File: config.mk
export PLATFORM = sky130hd
export DESIGN_NAME = mem_port_arbiter
export DESIGN_NICKNAME = d
export VERILOG_FILES = /design/src/rtl/mem_port_arbiter.sv
export SDC_FILE = /design/constraint.sdc
export NUM_CORES = 1
export LEC_CHECK = 0
export ABC_AREA = 1
export BUFFER_PORTS_ARGS = -buffer_cell sky130_fd_sc_hd__buf_2
export CORE_MARGIN = 3
export CORE_UTILIZATION = 44
export DETAILED_ROUTE_END_ITERATION = 8
export MAX_ROUTING_LAYER = met4
export PLACE_DENSITY = 0.8
export SLEW_MARGIN = 10
export SYNTH_ARGS = -nofsm -noshare
export SYNTH_HDL_FRONTEND = slang
export SYNTH_SLANG_ARGS = --single-unit
File: constraint.sdc
create_clock -name clk_i -period 5.6 [get_ports clk_i]
set_clock_uncertainty 0.15 [all_clocks]
set_input_delay 0.84 -clock clk_i [delete_from_list [all_inputs] [get_ports clk_i]]
set_output_delay 0.84 -clock clk_i [all_outputs]
set_load 0.01 [all_outputs]
File: src/rtl/mem_port_arbiter.sv
// -----------------------------------------------------------------------------
// mem_port_arbiter
// Shares one main-memory port between the icache refill path and the
// data-side requester. Instruction misses become BLOCK_WORDS-long line bursts
// (one word per mem_ack_i); data accesses are single-word reads or writes.
// When both sides are pending in IDLE, the side that was not granted last
// wins. Every transaction returns to IDLE for at least one cycle.
//
// Ports
//   clk_i, reset_i        clock (rising edge), synchronous active-high reset
//   ic_req_i/ic_addr_i    refill request and miss address (line-aligned here)
//   ic_abort_i            cancel refill; the in-flight word still completes
//   ic_gnt_o              pulse in first cycle of a refill burst
//   ic_rvalid_o/ic_word_o refill word on rdata_o this cycle and its line index
//   ic_done_o             final word of the line delivered this cycle
//   dc_req_i/dc_we_i/dc_addr_i/dc_wdata_i  single-word data access
//   dc_gnt_o/dc_done_o    first-cycle pulse / completion of data access
//   rdata_o               pass-through of mem_rdata_i
//   mem_req_o/mem_we_o/mem_addr_o/mem_wdata_o  memory request, held to ack
//   mem_ack_i/mem_rdata_i memory word completion and read data
// -----------------------------------------------------------------------------
module mem_port_arbiter #(
  parameter int BLOCK_WORDS = 16,
  parameter int ADDR_W      = 32,
  parameter int DATA_W      = 32
) (
  input  logic                           clk_i,
  input  logic                           reset_i,
  input  logic                           ic_req_i,
  input  logic [ADDR_W-1:0]              ic_addr_i,
  input  logic                           ic_abort_i,
  output logic                           ic_gnt_o,
  output logic                           ic_rvalid_o,
  output logic [$clog2(BLOCK_WORDS)-1:0] ic_word_o,
  output logic                           ic_done_o,
  input  logic                           dc_req_i,
  input  logic                           dc_we_i,
  input  logic [ADDR_W-1:0]              dc_addr_i,
  input  logic [DATA_W-1:0]              dc_wdata_i,
  output logic                           dc_gnt_o,
  output logic                           dc_done_o,
  output logic [DATA_W-1:0]              rdata_o,
  output logic                           mem_req_o,
  output logic                           mem_we_o,
  output logic [ADDR_W-1:0]              mem_addr_o,
  output logic [DATA_W-1:0]              mem_wdata_o,
  input  logic                           mem_ack_i,
  input  logic [DATA_W-1:0]              mem_rdata_i
);

  localparam int WORD_W   = $clog2(BLOCK_WORDS);
  localparam int LINE_LSB = WORD_W + 2;
  localparam logic [ADDR_W-1:0] OFF_MASK = ADDR_W'((BLOCK_WORDS * 4) - 1);

  typedef enum logic [1:0] {
    IDLE      = 2'd0,
    IC_BURST  = 2'd1,
    DC_ACCESS = 2'd2
  } state_t;

  state_t              r_state, w_state_nxt;
  logic [WORD_W-1:0]   r_word_cnt, w_word_cnt_nxt;
  logic                r_abort_pend, w_abort_pend_nxt;
  logic                r_last_dc, w_last_dc_nxt;   // 1: last grant went to DC
  logic                r_first, w_first_nxt;       // first cycle of a transaction
  logic                w_grant_ic, w_grant_dc;
  logic                w_last_word;

  logic [ADDR_W-1:0]   r_ic_base;
  logic [ADDR_W-1:0]   r_dc_addr;
  logic                r_dc_we;
  logic [DATA_W-1:0]   r_dc_wdata;

  assign rdata_o = mem_rdata_i;

  always_comb begin
    w_state_nxt      = r_state;
    w_word_cnt_nxt   = r_word_cnt;
    w_abort_pend_nxt = r_abort_pend;
    w_last_dc_nxt    = r_last_dc;
    w_first_nxt      = 1'b0;
    w_grant_ic       = 1'b0;
    w_grant_dc       = 1'b0;
    w_last_word      = (r_word_cnt == WORD_W'(BLOCK_WORDS - 1));
    ic_gnt_o         = 1'b0;
    ic_rvalid_o      = 1'b0;
    ic_word_o        = r_word_cnt;
    ic_done_o        = 1'b0;
    dc_gnt_o         = 1'b0;
    dc_done_o        = 1'b0;
    mem_req_o        = 1'b0;
    mem_we_o         = 1'b0;
    mem_addr_o       = '0;
    mem_wdata_o      = '0;

    case (r_state)
      IDLE: begin
        // Under contention the side not granted last time wins.
        if (ic_req_i && (!dc_req_i || r_last_dc)) begin
          w_grant_ic = 1'b1;
        end else if (dc_req_i) begin
          w_grant_dc = 1'b1;
        end
        if (w_grant_ic) begin
          w_state_nxt   = IC_BURST;
          w_last_dc_nxt = 1'b0;
          w_first_nxt   = 1'b1;
        end else if (w_grant_dc) begin
          w_state_nxt   = DC_ACCESS;
          w_last_dc_nxt = 1'b1;
          w_first_nxt   = 1'b1;
        end
      end

      IC_BURST: begin
        mem_req_o  = 1'b1;
        // OR-ing the word offset into the aligned base keeps the burst in the line.
        mem_addr_o = r_ic_base | {{(ADDR_W - LINE_LSB){1'b0}}, r_word_cnt, 2'b00};
        ic_gnt_o   = r_first;
        if (mem_ack_i) begin
          ic_rvalid_o = 1'b1;
          // An abort ends the burst after the word in flight; on the last
          // word it is indistinguishable from normal completion.
          if (w_last_word || r_abort_pend || ic_abort_i) begin
            ic_done_o        = w_last_word;
            w_state_nxt      = IDLE;
            w_word_cnt_nxt   = '0;
            w_abort_pend_nxt = 1'b0;
          end else begin
            w_word_cnt_nxt = r_word_cnt + 1'b1;
          end
        end else if (ic_abort_i) begin
          w_abort_pend_nxt = 1'b1;
        end
      end

      DC_ACCESS: begin
        mem_req_o   = 1'b1;
        mem_we_o    = r_dc_we;
        mem_addr_o  = r_dc_addr;
        mem_wdata_o = r_dc_wdata;
        dc_gnt_o    = r_first;
        if (mem_ack_i) begin
          dc_done_o   = 1'b1;
          w_state_nxt = IDLE;
        end
      end

      default: begin
        w_state_nxt = IDLE;
      end
    endcase
  end

  always_ff @(posedge clk_i) begin
    if (reset_i) begin
      r_state      <= IDLE;
      r_word_cnt   <= '0;
      r_abort_pend <= 1'b0;
      r_last_dc    <= 1'b0;
      r_first      <= 1'b0;
    end else begin
      r_state      <= w_state_nxt;
      r_word_cnt   <= w_word_cnt_nxt;
      r_abort_pend <= w_abort_pend_nxt;
      r_last_dc    <= w_last_dc_nxt;
      r_first      <= w_first_nxt;
    end
  end

  // Request attributes are captured on the grant edge; outputs are gated by
  // state, so these registers need no reset.
  always_ff @(posedge clk_i) begin
    if (w_grant_ic) begin
      r_ic_base <= ic_addr_i & ~OFF_MASK;
    end
    if (w_grant_dc) begin
      r_dc_addr  <= dc_addr_i;
      r_dc_we    <= dc_we_i;
      r_dc_wdata <= dc_wdata_i;
    end
  end

endmodule

==> results.rst, run 1 <==
.. list-table::
   :header-rows: 1

   * - Metric
     - Value
   * - Row Count
     - 35
   * - Number of global-route vias before repair
     - 3,057
   * - Global-route wire length before repair
     - 15.4 mm
   * - Critical path data arrival time
     - 2200 ps
   * - Antenna violations before repair
     - 2
   * - Hold Path Cell Cnt
     - 2
   * - Setup slack of the critical path after layout
     - 2410 ps
   * - Required time worst endpoint
     - 4610 ps
   * - Worst-path maximum fanout
     - 30
   * - Count of different cell masters after synthesis
     - 23
   * - DRC violation count after routing
     - 0
   * - Sequential-to-total area share from yosys stat
     - 0.694
   * - Core region area
     - 9240 µm²
   * - Cell area after technology mapping
     - 4200 µm²
   * - Final Cycle Share
     - 0.570
   * - Total setup violations reported at the end of the flow
     - 0
   * - Largest net degree at the start of global routing
     - 55
   * - Core occupancy in the finished layout
     - 0.554
   * - Filler cells
     - 806
   * - CTS clk-pin slew, worst paths
     - 100 ps
   * - CP Launch Type
     - flip-flop
   * - Clock latency at the later pin of the worst-skew pair
     - 350 ps
   * - Top layer used by detailed routing
     - met4
   * - Kind of cell with the highest combined delay on the critical path
     - buffers and inverters
   * - Type of the most critical hold path
     - reg2reg
   * - All-Layer GR Usage
     - 0.189
   * - Post-route met1 wirelength
     - 3.61 mm
   * - Initial core utilization
     - 0.454
   * - Setup repair after global routing missed its margin
     - no
   * - Worst R2R Setup Slack
     - 2990 ps
   * - Final std cells w/o fill
     - 644
   * - Slowest CP cell
     - sky130_fd_sc_hd__inv_1
   * - Logic depth of the worst register-to-register path
     - 5
   * - CTS max path bufs
     - 2
   * - Number of buffers added on ports
     - 171
   * - Min-Delay Startpoint
     - r_state[1]$_SDFFE_PP0P_
   * - Residual antenna-violating net count after detailed routing
     - 0
   * - Cell repeated most along the worst path
     - sky130_fd_sc_hd__inv_1
   * - Final hold violations
     - 0
   * - Sink of the worst hold path
     - r_state[1]$_SDFFE_PP0P_
   * - Half-perimeter wire length after detailed placement
     - 7.44 mm
   * - CTS tree
     - done
   * - Max frequency
     - 313 MHz
   * - Sink count of the clock tree
     - 100
   * - Transition time of the tightest slew-check pin
     - 1040 ps
   * - Final-stage net count
     - 647
   * - Number of standard cells after synthesis
     - 368
   * - Worst Setup Slack post-DPL
     - 2600 ps
   * - Max-slew headroom
     - 0.307
   * - IO Count
     - 242
   * - Vias
     - 2,979
   * - Routed length on met2
     - 5.37 mm
   * - Worst setup EP type
     - output pin
   * - Clock buffer count from CTS
     - 9
   * - Number of nets in the synthesized netlist
     - 507
   * - Setup tns final
     - 0 ps
   * - Mean number of vias per cell
     - 4.63
   * - CTS-repair resized insts
     - 0
   * - Highest cell delay on the worst timing path
     - 760 ps
   * - Clock tree root buffer cell
     - sky130_fd_sc_hd__clkbuf_8
   * - WL per Instance
     - 15.6 µm
   * - Number of slew-limit violations in the final report
     - 0
   * - Total buffers and inverters traversed by the critical path
     - 3
   * - Routed wire length
     - 10.1 mm
   * - Leakage power summed over all cells
     - 0.00243 µW
   * - Cell Count Post-Placement
     - 626
   * - Number of DRC violations after detailed-routing iteration 0
     - 127
   * - Wire length on met3
     - 817 µm
   * - Final Hold Slack
     - 351 ps
   * - Register area
     - 2910 µm²
   * - Die Width
     - 104 µm
   * - Worst ir drop on vdd
     - 0.000171 V
   * - WS Path Type
     - reg2out
   * - Mean instance size in the synthesized netlist
     - 11.4 µm²
   * - Vertical die dimension
     - 104 µm
   * - Run status
     - completed
   * - Post-layout min period
     - 3190 ps
   * - Gr ovfl total
     - 0
   * - Multi-input gate area
     - 798 µm²
   * - MaxCap Viol Count
     - 0
   * - Fraction of layout instances using a drive strength above 1
     - 0.394
   * - Routability congestion estimate from global placement
     - 0.748
   * - Capture instance of the worst register-to-register path
     - r_dc_addr[9]$_DFFE_PP_
   * - Reg-to-Reg Start
     - r_state[0]$_SDFFE_PP0P_
   * - Router iterations before antenna repair
     - 4
   * - Cell breakdown of the critical path
     - inv_1, ha_1, inv_1, a21oi_1, buf_2
   * - Number of setup buffers added after CTS
     - 0
   * - Layout overhead on the synthesized area
     - 22.0%
   * - Post-synthesis sequential element count
     - 100
   * - CTS Hold Bufs
     - 0
   * - Die Footprint
     - 10,800 µm²
   * - Count of synthesis-stage warnings from yosys
     - 0
   * - Total power per unit cell area
     - 298 nW/µm²
   * - CTS H-tree depth
     - 3
-- routing by layer --
layer  vias to the layer above  GRT usage
met2                       145      0.343
met1                      1368      0.192
met3                        24     0.0592
met4                         0     0.0703
met5                         -          -
li1                       1442          -
-- where the power goes --
group | total (µW) | internal (µW) | leakage, µW | switching [µW]
sequential | 902 | 886 | 0.000929 | 16.6
combinational | 209 | 71.2 | 0.00142 | 138
clock | 414 | 163 | 0.0000837 | 250
-- cells in the final DEF (no fill, tap or decap), drive strengths merged --
master    netlist  final
a211oi          1      1
a21oi          35     35
buf            43    175
clkbuf          3      9
clkinv          0      3
clkinvlp        0      2
dfxtp           9      9
diode           0      2
edfxtp         91     91
ha              4      4
inv            49     51
nand2         110    110
nand3           7      7
nor2           10     10
nor3            2      2
nor3b           1      1
o21ai           2      2
xor2            1      1
-- cells by family after synthesis --
logic type | synth area share
fa+ha+maj | 0.0119
compound gates | 0.0459
simple gates | 0.126
xor+xnor | 0.00209
buf+inv | 0.120
flops | 0.694
-- flip-flops by register name (all words and copies together) (netlist names) --
name and cells:
r_dc_we 1, r_state 2, r_abort_pend 1, r_ic_base 26, r_first 1, ic_word_o 4
r_dc_addr 32, r_dc_wdata 32, r_last_dc 1
-- Yosys cell counts, drive strengths merged --
master    n  area (µm²)
nand2   110         420
edfxtp   91        2730
inv      49         184
buf      43         309
a21oi    35         175
nor2     10        47.6
dfxtp     9         180
nand3     7        40.0
ha        4        50.1
clkbuf    3        11.3
nor3      2        10.0
o21ai     2        10.0
a211oi    1        7.51
nor3b     1        12.5
xor2      1        8.76
-- stage by stage --
stage	power [µW]	area, µm²
6_report	1530	5120
5_1_grt	1610	5120
4_1_cts	1550	5120
3_5_place_dp	1130	4940
3_3_place_gp	1120	4940
2_1_floorplan	1060	4200
-- final cells by class --
class                           count  area share
Antenna cell                        2    0.000977
Clock inverter                      7     0.00977
Inverter                           49      0.0359
Clock buffer                        9      0.0242
Tap cell                          129      0.0315
Sequential cell                   100       0.569
Timing Repair Buffer              175       0.173
Multi-Input combinational cell    173       0.156
-- worst register-to-register path, stage by stage (launching register included) --
cell	delay (ps)
sky130_fd_sc_hd__dfxtp_1	340
sky130_fd_sc_hd__inv_1	80
sky130_fd_sc_hd__ha_1	200
sky130_fd_sc_hd__nand2_1	120
sky130_fd_sc_hd__a21oi_4	790
sky130_fd_sc_hd__buf_4	560
-- how the worst max path moves through the flow --
| stage | cells past startpoint | slack, ps | end | startpoint |
|---|---|---|---|---|
| 5_1_grt | 5 | 2200 | mem_addr_o[30] | r_state[1]$_SDFFE_PP0P_ |
| 4_1_cts | 5 | 2360 | mem_addr_o[17] | r_state[0]$_SDFFE_PP0P_ |
| 3_5_place_dp | 4 | 2600 | r_dc_wdata[23]$_DFFE_PP_ | dc_req_i |
| 3_3_place_gp | 4 | 2660 | r_dc_wdata[23]$_DFFE_PP_ | dc_req_i |
| 2_1_floorplan | 2 | 840 | r_dc_addr[0]$_DFFE_PP_ | dc_req_i |
| 6_report | 5 | 2410 | mem_addr_o[17] | r_state[0]$_SDFFE_PP0P_ |
No activity file was read; power rests on OpenSTA's default activity.
==> inputs of run 2 (changes only) <==
--- a/config.mk
+++ b/config.mk
@@ -5,7 +5,7 @@
 export SDC_FILE = /design/constraint.sdc
 export NUM_CORES = 1
 export LEC_CHECK = 0
-export ABC_AREA = 1
+export ABC_AREA = 0
 export BUFFER_PORTS_ARGS = -buffer_cell sky130_fd_sc_hd__buf_2
 export CORE_MARGIN = 3
 export CORE_UTILIZATION = 44
==> constraint.sdc (replaced) <==
create_clock -name clk_i -period 3.1 [get_ports clk_i]
set_clock_uncertainty 0.15 [all_clocks]
set_input_delay 0.465 -clock clk_i [delete_from_list [all_inputs] [get_ports clk_i]]
set_output_delay 0.465 -clock clk_i [all_outputs]
set_load 0.01 [all_outputs]
==> results.rst, run 2 <==
.. list-table::
   :header-rows: 1

   * - Metric
     - Value
   * - Run status
     - completed (unchanged)
   * - Clock buffer count from CTS
     - 9 (unchanged)
   * - Gr ovfl total
     - 0 (unchanged)
   * - CTS Hold Bufs
     - 0 (unchanged)
   * - Max frequency
     - 375 MHz
   * - Fraction of synthesized cell area taken by the top area cell type
     - 0.656 (was 0.651)
   * - Wire length on met3
     - 678 µm (was 817 µm)
   * - Most common flop cell mapped by yosys
     - sky130_fd_sc_hd__edfxtp_1 (unchanged)
   * - Vias
     - 2,731 (was 2,979)
   * - Global-route wire length before repair
     - 14.8 mm (was 15.4 mm)
   * - Filler cells
     - 749 (was 806)
   * - Half-perimeter wire length after detailed placement
     - 7.22 mm (was 7.44 mm)
   * - Post-layout min period
     - 2670 ps
   * - Logic depth of the worst register-to-register path
     - 6 (was 5)
   * - DRC violation count after routing
     - 0 (unchanged)
   * - Highest cell delay on the worst timing path
     - 590 ps (was 760 ps)
   * - Capture instance of the worst register-to-register path
     - r_state[0]$_SDFFE_PP0P_ (was r_dc_addr[9]$_DFFE_PP_)
   * - Mean number of vias per cell
     - 4.83 (was 4.63)
   * - Number of buffers added on ports
     - 171 (unchanged)
   * - Largest net degree at the start of global routing
     - 48 (was 55)
   * - CTS tree
     - done (unchanged)
   * - Final-stage net count
     - 574 (was 647)
   * - Residual antenna-violating net count after detailed routing
     - 0 (unchanged)
   * - Post-route met1 wirelength
     - 3.74 mm (was 3.61 mm)
   * - Row Count
     - 34 (was 35)
   * - Commonest cells after routing, fill and taps aside
     - sky130_fd_sc_hd__buf_2, sky130_fd_sc_hd__edfxtp_1, sky130_fd_sc_hd__and2_1, sky130_fd_sc_hd__a22oi_1, sky130_fd_sc_hd__nor2b_1 (was sky130_fd_sc_hd__buf_2, sky130_fd_sc_hd__nand2_1, sky130_fd_sc_hd__edfxtp_1, sky130_fd_sc_hd__inv_1, sky130_fd_sc_hd__a21oi_1)
   * - CTS max path bufs
     - 2 (unchanged)
   * - WS Path Type
     - reg2out (unchanged)
   * - Mean instance size in the synthesized netlist
     - 14.2 µm² (was 11.4 µm²)
   * - Total power per unit cell area
     - 596 nW/µm² (was 298 nW/µm²)
   * - Worst ir drop on vdd
     - 0.000348 V (was 0.000171 V)
   * - Count of different cell masters after synthesis
     - 29 (was 23)
   * - Transition time of the tightest slew-check pin
     - 617 ps (was 1040 ps)
   * - Core occupancy in the finished layout
     - 0.576 (was 0.554)
   * - MaxCap Viol Count
     - 0 (unchanged)
   * - Number of flops mapped to enable cells by yosys
     - 91 (unchanged)
   * - Fraction of synthesis flops using an asynchronous set or reset pin
     - 0 (unchanged)
   * - Total buffers and inverters traversed by the critical path
     - 3 (unchanged)
   * - Setup tns final
     - 0 ps (unchanged)
   * - Worst Setup Slack post-DPL
     - 788 ps (was 2600 ps)
   * - Number of DRC violations after detailed-routing iteration 0
     - 102 (was 127)
   * - Setup slack of the critical path after layout
     - 433 ps (was 2410 ps)
   * - Min-Delay Startpoint
     - dc_wdata_i[18] (was r_state[1]$_SDFFE_PP0P_)
   * - Total setup violations reported at the end of the flow
     - 0 (unchanged)
   * - CP Launch Type
     - flip-flop (unchanged)
   * - Routed wire length
     - 9.77 mm (was 10.1 mm)
   * - Number of setup buffers added after CTS
     - 0 (unchanged)
   * - Clock tree root buffer cell
     - sky130_fd_sc_hd__clkbuf_8 (unchanged)
   * - Initial core utilization
     - 0.464 (was 0.454)
   * - Worst setup startpoint
     - r_state[0]$_SDFFE_PP0P_ (unchanged)
   * - WL per Instance
     - 17.3 µm (was 15.6 µm)
   * - Count of synthesis-stage warnings from yosys
     - 0 (unchanged)
   * - Sink of the worst hold path
     - r_dc_wdata[18]$_DFFE_PP_ (was r_state[1]$_SDFFE_PP0P_)
   * - CTS clk-pin slew, worst paths
     - 100 ps (about the same)
   * - Setup repair after global routing missed its margin
     - no (unchanged)
   * - Count leader, synth
     - sky130_fd_sc_hd__edfxtp_1 (was sky130_fd_sc_hd__nand2_1)
   * - Worst-path maximum fanout
     - 35 (was 30)
   * - Cell accounting for the most synthesized area
     - sky130_fd_sc_hd__edfxtp_1 (unchanged)
   * - Number of slew-limit violations in the final report
     - 0 (unchanged)
   * - Antenna violations before repair
     - 0 (was 2)
   * - Worst R2R Setup Slack
     - 1060 ps (was 2990 ps)
   * - Router iterations before antenna repair
     - 4 (unchanged)
   * - Number of standard cells after synthesis
     - 293 (was 368)
   * - Worst setup EP type
     - output pin (unchanged)
   * - Routed length on met2
     - 5.07 mm (was 5.37 mm)
   * - Routability congestion estimate from global placement
     - 0.782 (was 0.748)
   * - Post-synthesis sequential element count
     - 100 (unchanged)
   * - Top layer used by detailed routing
     - met4 (unchanged)
   * - Hold Path Cell Cnt
     - 1 (was 2)
   * - Layout overhead on the synthesized area
     - 24.2% (was 22.0%)
   * - Die Footprint
     - 10,700 µm² (was 10,800 µm²)
   * - Max-slew headroom
     - 0.589 (was 0.307)
   * - Core region area
     - 8980 µm² (was 9240 µm²)
   * - All-Layer GR Usage
     - 0.191 (was 0.189)
   * - Required time worst endpoint
     - 2480 ps (was 4610 ps)
   * - Final Cycle Share
     - 0.860
   * - Reg-to-Reg Start
     - r_state[0]$_SDFFE_PP0P_ (unchanged)
   * - CTS-repair resized insts
     - 0 (unchanged)
   * - Clock latency at the later pin of the worst-skew pair
     - 340 ps (was 350 ps)
   * - Kind of cell with the highest combined delay on the critical path
     - adder cells (was buffers and inverters)
   * - Sequential-to-total area share from yosys stat
     - 0.700 (was 0.694)
   * - Most common library cell in the layout ignoring fill and taps
     - sky130_fd_sc_hd__buf_2 (unchanged)
   * - Die Width
     - 103 µm (was 104 µm)
   * - Vertical die dimension
     - 103 µm (was 104 µm)
   * - Fraction of layout instances using a drive strength above 1
     - 0.450 (was 0.394)
   * - Sink count of the clock tree
     - 100 (unchanged)
   * - Number of nets in the synthesized netlist
     - 432 (was 507)
   * - Type of the most critical hold path
     - in2reg (was reg2reg)
   * - Final hold violations
     - 0 (unchanged)
   * - IO Count
     - 242 (unchanged)
   * - Leading post-synthesis cells by cell area
     - sky130_fd_sc_hd__edfxtp_1, sky130_fd_sc_hd__buf_4, sky130_fd_sc_hd__and2_1 (was sky130_fd_sc_hd__edfxtp_1, sky130_fd_sc_hd__nand2_1, sky130_fd_sc_hd__buf_4)
   * - CTS H-tree depth
     - 3 (unchanged)
   * - Most common library cells after synthesis
     - sky130_fd_sc_hd__edfxtp_1, sky130_fd_sc_hd__and2_1, sky130_fd_sc_hd__buf_4 (was sky130_fd_sc_hd__nand2_1, sky130_fd_sc_hd__edfxtp_1, sky130_fd_sc_hd__inv_1)
   * - Registers with the most flip-flops
     - r_dc_addr (32), r_dc_wdata (32), r_ic_base (26) (unchanged)
   * - Antenna diode instance count
     - 0 (was 2)
   * - Cell breakdown of the critical path
     - inv_1, ha_2, buf_4, a22oi_1, nor2b_1, buf_2 (was inv_1, ha_1, inv_1, a21oi_1, buf_2)
   * - Cell area after technology mapping
     - 4160 µm² (was 4200 µm²)
   * - Critical path data arrival time
     - 2050 ps (was 2200 ps)
   * - Slowest CP cell
     - sky130_fd_sc_hd__ha_2 (was sky130_fd_sc_hd__inv_1)
   * - Leakage power summed over all cells
     - 0.00217 µW (was 0.00243 µW)
   * - Number of global-route vias before repair
     - 2,894 (was 3,057)
-- run 2: changes by cell type after synthesis, moves of 3 or more --
cell                       before  now
sky130_fd_sc_hd__nand2_1      107    7
sky130_fd_sc_hd__inv_1         47    6
sky130_fd_sc_hd__and2_1         0   38
sky130_fd_sc_hd__a22oi_1        0   30
sky130_fd_sc_hd__nor2b_1        0   30
sky130_fd_sc_hd__a21oi_1       35    6
sky130_fd_sc_hd__clkbuf_1       3   13
sky130_fd_sc_hd__nor2_1         8    1
sky130_fd_sc_hd__buf_2          7    1
sky130_fd_sc_hd__buf_4         35   32
sky130_fd_sc_hd__nand2_2        3    0
-- run 2: cell type report --
class	instances	area, µm²	share of cell area
clock buffer	10	128	0.0247
sequential	100	2910	0.563
timing repair buffer	178	921	0.178
clock inverter	6	96.3	0.0186
multi-input combinational	140	933	0.180
inverter	6	22.5	0.00436
tap	126	158	0.0305
-- run 2: per-layer routing --
layer / GRT usage / vias up
li1: - / 1312
met1: 0.220 / 1250
met2: 0.324 / 131
met3: 0.0429 / 38
met4: 0.0787 / 0
met5: - / -
-- run 2: report_power, final --
part	switching (µW)	total, µW	internal [µW]
Clock	457	923	466
Combinational	285	493	208
Sequential	35.0	1670	1630
Total	778	3080	2300
-- run 2: logic make-up (layout without fill, tap and decap cells) --
kind of cell               count (synthesis)  count (layout)  synth area share
AOI/OAI and AO/OA                         45              45            0.0796
adders and majority gates                  4               4            0.0120
DFF                                      100             100             0.700
and+or+nand+nor                           91              91             0.132
buffers and inverters                     53             200            0.0769
-- run 2: how the worst max path moves through the flow --
stage,to,slack (ps),depth (start not counted)
detailed placement,mem_addr_o[15],790,6
finish,mem_addr_o[15],430,6
CTS,mem_addr_o[15],390,6
global route,mem_addr_o[15],210,6
global placement,mem_addr_o[15],820,6
floorplan,r_dc_addr[0]$_DFFE_PP_,570,4
-- run 2: metrics by stage --
| stage | instances | cell area, µm² | total power (µW) | hold WS, ps |
|---|---|---|---|---|
| final | 566 | 5170 | 3080 | 133 |
| after global routing | 566 | 5170 | 3240 | 101 |
| after CTS | 566 | 5170 | 3120 | 114 |
| after detailed placement | 550 | 4950 | 2200 | 317 |
| after global placement | 550 | 4950 | 2180 | 307 |
| after floorplan | 293 | 4160 | 2010 | 295 |
